**src/rtl/cxd_pkg.sv**
```systemverilog
// Shared types and helpers for the CXD status serializer family.
package cxd_pkg;

  typedef enum logic [1:0] {
    IDLE     = 2'd0,
    SHIFTING = 2'd1,
    DRAINED  = 2'd2
  } soct_state_t;

  localparam int unsigned CXD_SYNC_STAGES = 2;
  localparam int unsigned CXD_MAX_W       = 64;
  localparam int unsigned CXD_IDX_W       = $clog2(CXD_MAX_W);

  // Reverses the low n bits of v; bits at and above n come back as zero.
  function automatic logic [CXD_MAX_W-1:0] bit_reverse(input logic [CXD_MAX_W-1:0] v,
                                                       input int unsigned n);
    logic [CXD_MAX_W-1:0] r;
    r = '0;
    for (int unsigned i = 0; i < CXD_MAX_W; i++) begin
      if (i < n) r[CXD_IDX_W'(i)] = v[CXD_IDX_W'(n - 1 - i)];
    end
    return r;
  endfunction

endpackage

```
**src/rtl/cxd_edge_sync.sv**
```systemverilog
// Multi-flop synchroniser for an idle-high host strobe, with a one-cycle falling-edge pulse.
module cxd_edge_sync
  import cxd_pkg::*;
#(
  parameter int unsigned SYNC_STAGES = CXD_SYNC_STAGES
) (
  input  logic clk,
  input  logic rst_n,
  input  logic din,
  output logic fall
);

  logic [SYNC_STAGES-1:0] sync_q, sync_d;
  logic                   hist_q, hist_d;

  always_comb begin
    sync_d = {sync_q[SYNC_STAGES-2:0], din};
    hist_d = sync_q[SYNC_STAGES-1];
  end

  // Reset to the idle-high level so releasing reset never looks like an edge.
  always_ff @(posedge clk or negedge rst_n) begin
    if (!rst_n) begin
      sync_q <= '1;
      hist_q <= 1'b1;
    end else begin
      sync_q <= sync_d;
      hist_q <= hist_d;
    end
  end

  assign fall = hist_q & ~sync_q[SYNC_STAGES-1];

endmodule

```
**src/rtl/cxd_status_shifter.sv**
```systemverilog
// Latches one of NWORDS status words on an xlat fall and serialises it on sqck falls.
module cxd_status_shifter
  import cxd_pkg::*;
#(
  parameter int unsigned WIDTH       = 17,
  parameter int unsigned NWORDS      = 4,
  parameter int unsigned SYNC_STAGES = CXD_SYNC_STAGES,
  parameter int unsigned SELW        = (NWORDS > 1) ? $clog2(NWORDS) : 1,
  parameter int unsigned CNTW        = $clog2(WIDTH)
) (
  input  logic                    sclk,
  input  logic                    rst_n,
  input  logic                    xlat,
  input  logic                    sqck,
  input  logic [SELW-1:0]         word_sel,
  input  logic                    lsb_first,
  input  logic [NWORDS*WIDTH-1:0] status_words,
  output logic                    out,
  output logic                    busy,
  output logic [CNTW-1:0]         bits_left,
  output logic                    overrun,
  output logic [1:0]              dbg_state
);

  logic load_ev, shift_ev;

  cxd_edge_sync #(.SYNC_STAGES(SYNC_STAGES)) u_xlat_sync (
    .clk (sclk), .rst_n (rst_n), .din (xlat), .fall (load_ev)
  );

  cxd_edge_sync #(.SYNC_STAGES(SYNC_STAGES)) u_sqck_sync (
    .clk (sclk), .rst_n (rst_n), .din (sqck), .fall (shift_ev)
  );

  soct_state_t            state_q, state_d;
  logic [WIDTH-1:0]       sr_q, sr_d;
  logic                   out_q, out_d;
  logic [CNTW-1:0]        bits_left_q, bits_left_d;
  logic                   overrun_q, overrun_d;

  logic [WIDTH-1:0]       sel_word, load_word;
  logic [CXD_MAX_W-1:0]   pad_word, rev_word;

  // Out-of-range selects fall through to the all-zero default.
  always_comb begin
    sel_word = '0;
    for (int k = 0; k < int'(NWORDS); k++) begin
      if (int'(word_sel) == k) sel_word = status_words[k*WIDTH +: WIDTH];
    end
    pad_word              = '0;
    pad_word[WIDTH-1:0]   = sel_word;
    rev_word              = bit_reverse(pad_word, WIDTH);
    load_word             = lsb_first ? rev_word[WIDTH-1:0] : sel_word;
  end

  always_ff @(posedge sclk or negedge rst_n) begin
    if (!rst_n) state_q <= IDLE;
    else        state_q <= state_d;
  end

  // A load always wins over a coincident shift.
  always_comb begin
    state_d = state_q;
    if (load_ev) begin
      state_d = SHIFTING;
    end else if (shift_ev && state_q == SHIFTING && bits_left_q == '0) begin
      state_d = DRAINED;
    end
  end

  always_comb begin
    busy      = (state_q == SHIFTING) && (bits_left_q != '0);
    dbg_state = state_q;
  end

  // Shift register keeps the not-yet-presented bits MSB-aligned; out holds the current bit.
  always_comb begin
    sr_d        = sr_q;
    out_d       = out_q;
    bits_left_d = bits_left_q;
    overrun_d   = overrun_q;
    if (load_ev) begin
      out_d       = load_word[WIDTH-1];
      sr_d        = load_word << 1;
      bits_left_d = CNTW'(WIDTH - 1);
      overrun_d   = 1'b0;
    end else if (shift_ev) begin
      unique case (state_q)
        SHIFTING: begin
          if (bits_left_q != '0) begin
            out_d       = sr_q[WIDTH-1];
            sr_d        = sr_q << 1;
            bits_left_d = bits_left_q - CNTW'(1);
          end else begin
            out_d = 1'b0;
          end
        end
        DRAINED: begin
          out_d     = 1'b0;
          overrun_d = 1'b1;
        end
        default: ;
      endcase
    end
  end

  always_ff @(posedge sclk or negedge rst_n) begin
    if (!rst_n) begin
      sr_q        <= '0;
      out_q       <= 1'b0;
      bits_left_q <= '0;
      overrun_q   <= 1'b0;
    end else begin
      sr_q        <= sr_d;
      out_q       <= out_d;
      bits_left_q <= bits_left_d;
      overrun_q   <= overrun_d;
    end
  end

  assign out       = out_q;
  assign bits_left = bits_left_q;
  assign overrun   = overrun_q;

endmodule
```
**config.mk**
```make
export PLATFORM = sky130hd
export DESIGN_NAME = cxd_status_shifter
export DESIGN_NICKNAME = d
export VERILOG_FILES = /design/src/rtl/cxd_pkg.sv /design/src/rtl/cxd_edge_sync.sv /design/src/rtl/cxd_status_shifter.sv
export SDC_FILE = /design/constraint.sdc
export NUM_CORES = 1
export LEC_CHECK = 0
export CAP_MARGIN = 0
export CORE_MARGIN = 3
export CORE_UTILIZATION = 55
export DETAILED_ROUTE_END_ITERATION = 8
export DONT_BUFFER_PORTS = 1
export PLACE_DENSITY = 0.79
export SLEW_MARGIN = 0
export SYNTH_ARGS = -nofsm -noshare
export SYNTH_HDL_FRONTEND = slang
export SYNTH_HIERARCHICAL = 1
export SYNTH_SLANG_ARGS = --single-unit
```
**constraint.sdc**
```tcl
create_clock -name sclk -period 2.25 [get_ports sclk]
set_input_delay 0.225 -clock sclk [delete_from_list [all_inputs] [get_ports sclk]]
set_output_delay 0.225 -clock sclk [all_outputs]
set_load 0.005 [all_outputs]
```
=== Word-level counts from Yosys, hierarchy flattened ===
Cells that the tools add are included.

* Register bits: 32
* Bits of input ports: 75
* Output and inout port bits: 10
* Logic and storage cells: 56

* Add/subtract/negate cells: 1
* Equality and inequality tests: 5
* Muxes and demuxes: 22
* Bitwise logic cells: 4
* Reduce and logical (&&, ||, !) cells: 15

{| class="wikitable"
|+ Operator list
! kind !! number
|-
| $mux 17 || 9
|-
| $mux 5 || 4
|-
| $reduce_bool 2->1 || 5
|-
| $eq 2x2->1 const B || 3
|-
| $mux 1 || 6
|-
| $logic_not 5->1 || 1
|-
| $reduce_bool 5->1 || 1
|-
| $sub 5x1->5 const B || 1
|-
| $eq 2x1->1 const B || 2
|-
| $mux 2 || 2
|-
| $reduce_and 2->1 || 2
|-
| $logic_and 1x1->1 || 3
|-
| $reduce_and 3->1 || 1
|-
| $reduce_bool 3->1 || 1
|-
| $and 1x1->1 || 2
|-
| $logic_not 2->1 || 1
|-
| $not 1->1 || 2
|-
| $pmux 1 s2 || 1
|}

=== Logic depth before layout (Yosys ltp) ===
* Depth in word-level cells: 7
* Mapped depth: 8
* Gate-level depth less buffers: 6

=== By module ===
The synthesis kept the hierarchy.

{| class="wikitable"
|+ Modules (own cells, without submodules)
! module !! instances !! cells an instance !! area each (µm²) !! sequential area each (µm²)
|-
| cxd_status_shifter || 1 || 160 || 1993.2 || 625.6
|-
| cxd_edge_sync || 2 || 4 || 92.6 || 78.8
|}

=== Worst setup path after synthesis ===
OpenSTA, ideal clock, no wires.

* Kind: reg-to-reg
* From: register bits_left_q[0], in the netlist bits_left[0]
* To: register sr_q[10]
* Setup time: 146 ps
* Data arrival time: 1735 ps
* Path slack: 368 ps
* Stages on the path, launching flop included: 9
* Period minus slack after synthesis: 1882 ps
* Cell sequence: dfrtp_1 inv_1 ha_1 or4b_4 and2_4 buf_12 buf_12 mux2i_1 mux2i_1

* Longest elaborated chain between the ends: 3

{| class="wikitable"
|+ RTL lines
! element !! line !! text
|-
| from (decl) || cxd_status_shifter.sv:38 || <nowiki>logic [CNTW-1:0] bits_left_q, bits_left_d;</nowiki>
|-
| from (signal assigned) || cxd_status_shifter.sv:116 || <nowiki>bits_left_q <= bits_left_d;</nowiki>
|-
| $reduce_bool 5->1 || cxd_status_shifter.sv:90 || <nowiki>if (bits_left_q != '0) begin</nowiki>
|-
| $reduce_bool 2->1 (no line) || - ||
|-
| $reduce_and 3->1 (no line) || - ||
|-
| to (signal assigned) || cxd_status_shifter.sv:114 || <nowiki>sr_q <= sr_d;</nowiki>
|-
| to (decl) || cxd_status_shifter.sv:36 || <nowiki>logic [WIDTH-1:0] sr_q, sr_d;</nowiki>
|}

No other way between the ends.
A chain may end at the register's enable or synchronous reset.

=== Worst setup path after layout ===
* From: register bits_left_q[0], in the netlist bits_left[0]
* To: register out_q, in the netlist out

* Longest elaborated chain between the ends: 5

{| class="wikitable"
|+ RTL lines
! element !! line !! text
|-
| $reduce_bool 5->1 || cxd_status_shifter.sv:90 ||
|-
| $mux 1 || cxd_status_shifter.sv:90 ||
|-
| $pmux 1 s2 || cxd_status_shifter.sv:88 || <nowiki>unique case (state_q)</nowiki>
|-
| $mux 1 || cxd_status_shifter.sv:87 || <nowiki>end else if (shift_ev) begin</nowiki>
|-
| $mux 1 || cxd_status_shifter.sv:82 || <nowiki>if (load_ev) begin</nowiki>
|-
| to (signal assigned) || cxd_status_shifter.sv:115 || <nowiki>out_q <= out_d;</nowiki>
|-
| to (decl) || cxd_status_shifter.sv:37 || <nowiki>logic out_q, out_d;</nowiki>
|}

No other way between the ends. The select of a mux whose other input is x is not followed.

==> results by stage <==
Placed design:
- Counting tap cells, the placed design contains a total of 204 instances.
- In this run the tool buffered the top-level ports with 0 buffer cells.
- Before CTS, the worst setup slack after placement is 0.216 ns.
- The congestion estimate from routability-driven global placement came to 0.696.
- The total half-perimeter wirelength after legalization and detailed placement is 3.07 mm.

Synthesis:
- Yosys mapped a number of flops with a built-in enable equal to 0.
- Of the post-synthesis cell area, the dominant cell type holds 28.7%.
- The count of different cell masters after synthesis is 33.
- The number of nets handed over by synthesis was 244.
- The cell type with the largest total area after synthesis is sky130_fd_sc_hd__dfrtp_1.
- The number of instances in the synthesized netlist is 168.
- By area the synthesized netlist is led by sky130_fd_sc_hd__dfrtp_1, sky130_fd_sc_hd__mux2i_1, sky130_fd_sc_hd__mux4_2.
- Sequential elements use 36.0% of the synthesized area.
- The Yosys step of the flow raised 6 warnings.
- Counting flops with an async set or reset pin after synthesis yields a share of 100%.
- The synthesized flop and latch total is 31.
- The summed instance area of the synthesized netlist is 2180 sq um.
- The most common flop cell mapped by yosys is sky130_fd_sc_hd__dfrtp_1.
- Each instance of the synthesized netlist takes up on average 13.0 sq um.

Detailed routing:
- The final layout contains routed wiring with a total length of 4.01 mm.
- The detailed router finished its first iteration with 38 violations.
- The detailed-route via count is 1405.
- After detailed routing, the number of remaining DRC violations is 0.
- The via density per instance is 6.50.
- The detail-routed net length per standard cell is 18.6 um.
- The number of antenna-violating nets in the routed design is 0.
- The length of the first detailed-routing pass in iterations is 4.

Die:
- 85 I/O pins were placed.
- The total number of placement rows is 22.
- The initial cell density of the core is 58.2%.
- The die height is 68.9 um.
- In this run the horizontal extent of the chip is 68.9 um.
- The die covers 4750 sq um.
- In this run the standard cell core region covers 3740 sq um.

Setup path:
- The startpoint type of the worst setup path is a flip-flop.
- The class of the most critical setup path is flip-flop to flip-flop.
- For the worst setup path, the data required time is 2.38 ns.
- STA classifies the critical path endpoint as a flip-flop.
- At the worst endpoint, the arrival time is 2.14 ns.
- Of all nets on the critical path, the largest fanout is 4.

Run status:
- The flow ran to the end, and the final reports show no timing, DRC or antenna violations.

STA:
- The total count of hold-check failures in the final report is 0.
- Across all setup checks in the final design, the least slack found is 0.239 ns.
- For the finished layout, the period the worst path requires is 2.01 ns.
- The share of the cycle needed by the critical path after routing is 89.4%.
- The worst hold slack after final layout is 0.144 ns.
- The relative slew slack is 50.5%.
- The number of endpoints failing setup at the final stage is 0.
- Summed over all failing endpoints, the final setup total negative slack is 0 ns.
- Setup repair after global routing left no endpoint under its margin.
- The transition time at the pin with the least slew margin is 0.732 ns.
- The top achievable clock speed is 497 MHz.
- The final worst clock skew is 0.00343 ns.
- The number of max-slew violations in the final report is 0.

CTS:
- The clock net in this run drives a total of 31 sinks.
- The number of gates resized after cts is 0.
- TritonCTS built the clock tree.
- The clock-pin transition on the worst setup and hold timing paths is 0.06 ns.
- For the worst-skew pair, the clock arrives at the later sink with an insertion delay of 0.27 ns.
- The hold buffer count at cts is 4.
- The maximum clock path buffer count is 2.
- The cell sitting at the root of the clock tree is a sky130_fd_sc_hd__clkbuf_8.
- The post-CTS setup-driven buffer insertion count is 0.
- CTS built an H-tree with a depth of 2.
- The total CTS buffers is 5.

Global routing:
- The number of global-route vias before repair is 1465.
- The initial antenna violation count was 0.
- The overall fraction of global-route tracks in use is 18.2%.
- The largest net degree at the start of global routing is 34.
- For this run the aggregate overflow at the end of global routing stands at 0.
- The global-route wire length before repair is 6.40 mm.

Finish:
- After the last flow step, the layout net total stands at 243.
- The count of inserted antenna diode cells is 0.
- The signed area change from the synthesized netlist to the final layout is 4.77%.
- Cells fill 61.0% of the core in the end.
- In the layout the commonest cells are sky130_fd_sc_hd__mux2i_1, sky130_fd_sc_hd__dfrtp_1, sky130_fd_sc_hd__mux4_2.
- The filler-free cell count of the finished design is 216.
- Leaving out fill and tap cells, the most frequent cell in the layout is sky130_fd_sc_hd__mux2i_1.
- The fraction of layout cells with a size suffix above 1 is 24.4%.

Pwr:
- The analysis attributes to cell leakage a power of 0.947 nW.
- The power per cell area is 843 nW/um^2.
- The maximum vdd ir drop is 0.000319 V.

Run:
- Across the run, the number of max-cap violations was 0.

Hold path:
- The path type of the worst min-delay path is input pin to flip-flop.
==> synth_stat cells (2+ instances only) <==
master / n
sky130_fd_sc_hd__mux2i_1: 58
sky130_fd_sc_hd__buf_4: 3
sky130_fd_sc_hd__clkbuf_1: 5
sky130_fd_sc_hd__nor2b_4: 2
sky130_fd_sc_hd__dfrtp_1: 25
sky130_fd_sc_hd__inv_1: 4
sky130_fd_sc_hd__nand2_1: 4
sky130_fd_sc_hd__xor2_1: 2
sky130_fd_sc_hd__nor2_1: 8
sky130_fd_sc_hd__a21oi_1: 3
sky130_fd_sc_hd__o21ai_0: 2
sky130_fd_sc_hd__dfstp_2: 6
sky130_fd_sc_hd__buf_2: 4
sky130_fd_sc_hd__mux2_2: 3
sky130_fd_sc_hd__buf_12: 2
sky130_fd_sc_hd__nor3_1: 2
sky130_fd_sc_hd__nand3_1: 3
sky130_fd_sc_hd__mux4_2: 17
==> registers in the layout (all words and copies together) (netlist names) <==
register,flops
bits_left,5
dbg_state,2
out,1
overrun,1
sr_q,16
u_sqck_sync/hist_q,1
u_sqck_sync/sync_q,2
u_xlat_sync/hist_q,1
u_xlat_sync/sync_q,2
==> cell type report <==
class,count,area [sq um]
inverters,4,15.0
clock buffers,8,80.1
fillers,301,1460
multi-input cells,119,1280
repair buffers,6,65.1
flip-flops and latches,31,783
well taps,48,60.1
==> power breakdown <==
part | switching, mW | total (mW) | internal (mW)
Combinational | 0.269 | 0.601 | 0.332
Sequential | 0.165 | 0.923 | 0.758
Clock | 0.182 | 0.401 | 0.219
==> path summary, 6_finish.rpt <==
path / from / endpoint / slack [ns] / depth (start not counted)
worst min-delay path: word_sel[1] / sr_q[1] / 0.14 / 2
max in group asynchronous: rst_n / u_xlat_sync/sync_q[0] / 1.62 / 2
worst max-delay path: bits_left[0] / out / 0.24 / 6
worst min register to register: u_sqck_sync/sync_q[0] / u_sqck_sync/sync_q[1] / 0.36 / 0
worst max register to register: bits_left[0] / out / 0.24 / 6
min in group asynchronous: rst_n / overrun / 0.40 / 2
==> metal layers <==
metal	global-route usage, %	part of all wire, %	wire length [um]	vias to the layer above
met1	21.6	40	1600	688
met2	31.3	51	2060	76
met3	5.19	7.7	308	7
met4	6.57	1.3	53	0
met5	0	0	0	-
li1	-	-	-	634
==> metrics by stage <==
| step | area (sq um) | power, mW |
|---|---|---|
| final | 2280 | 1.92 |
| after global routing | 2280 | 2.07 |
| after CTS | 2280 | 1.95 |
| after floorplan | 2180 | 1.44 |
| after detailed placement | 2150 | 1.52 |
| after global placement | 2150 | 1.46 |
==> cells by family after synthesis <==
kind of cell / Yosys count / synth area share, %
muxes: 78 / 45.8
AOI/OAI and AO/OA: 12 / 4.25
buffers and inverters: 18 / 5.34
adders and majority gates: 1 / 0.574
xor gates and xnor gates: 3 / 1.21
DFF: 31 / 36.0
and+or+nand+nor: 25 / 6.89
==> critical path: stages (launching register included) <==
cell                       delay, ns
sky130_fd_sc_hd__dfrtp_1        0.42
sky130_fd_sc_hd__inv_1          0.08
sky130_fd_sc_hd__ha_1           0.19
sky130_fd_sc_hd__nor4b_1        0.62
sky130_fd_sc_hd__o31ai_1        0.16
sky130_fd_sc_hd__a221oi_1       0.33
sky130_fd_sc_hd__a21oi_1        0.07
Note: power is estimated with default switching activity, not from simulation.
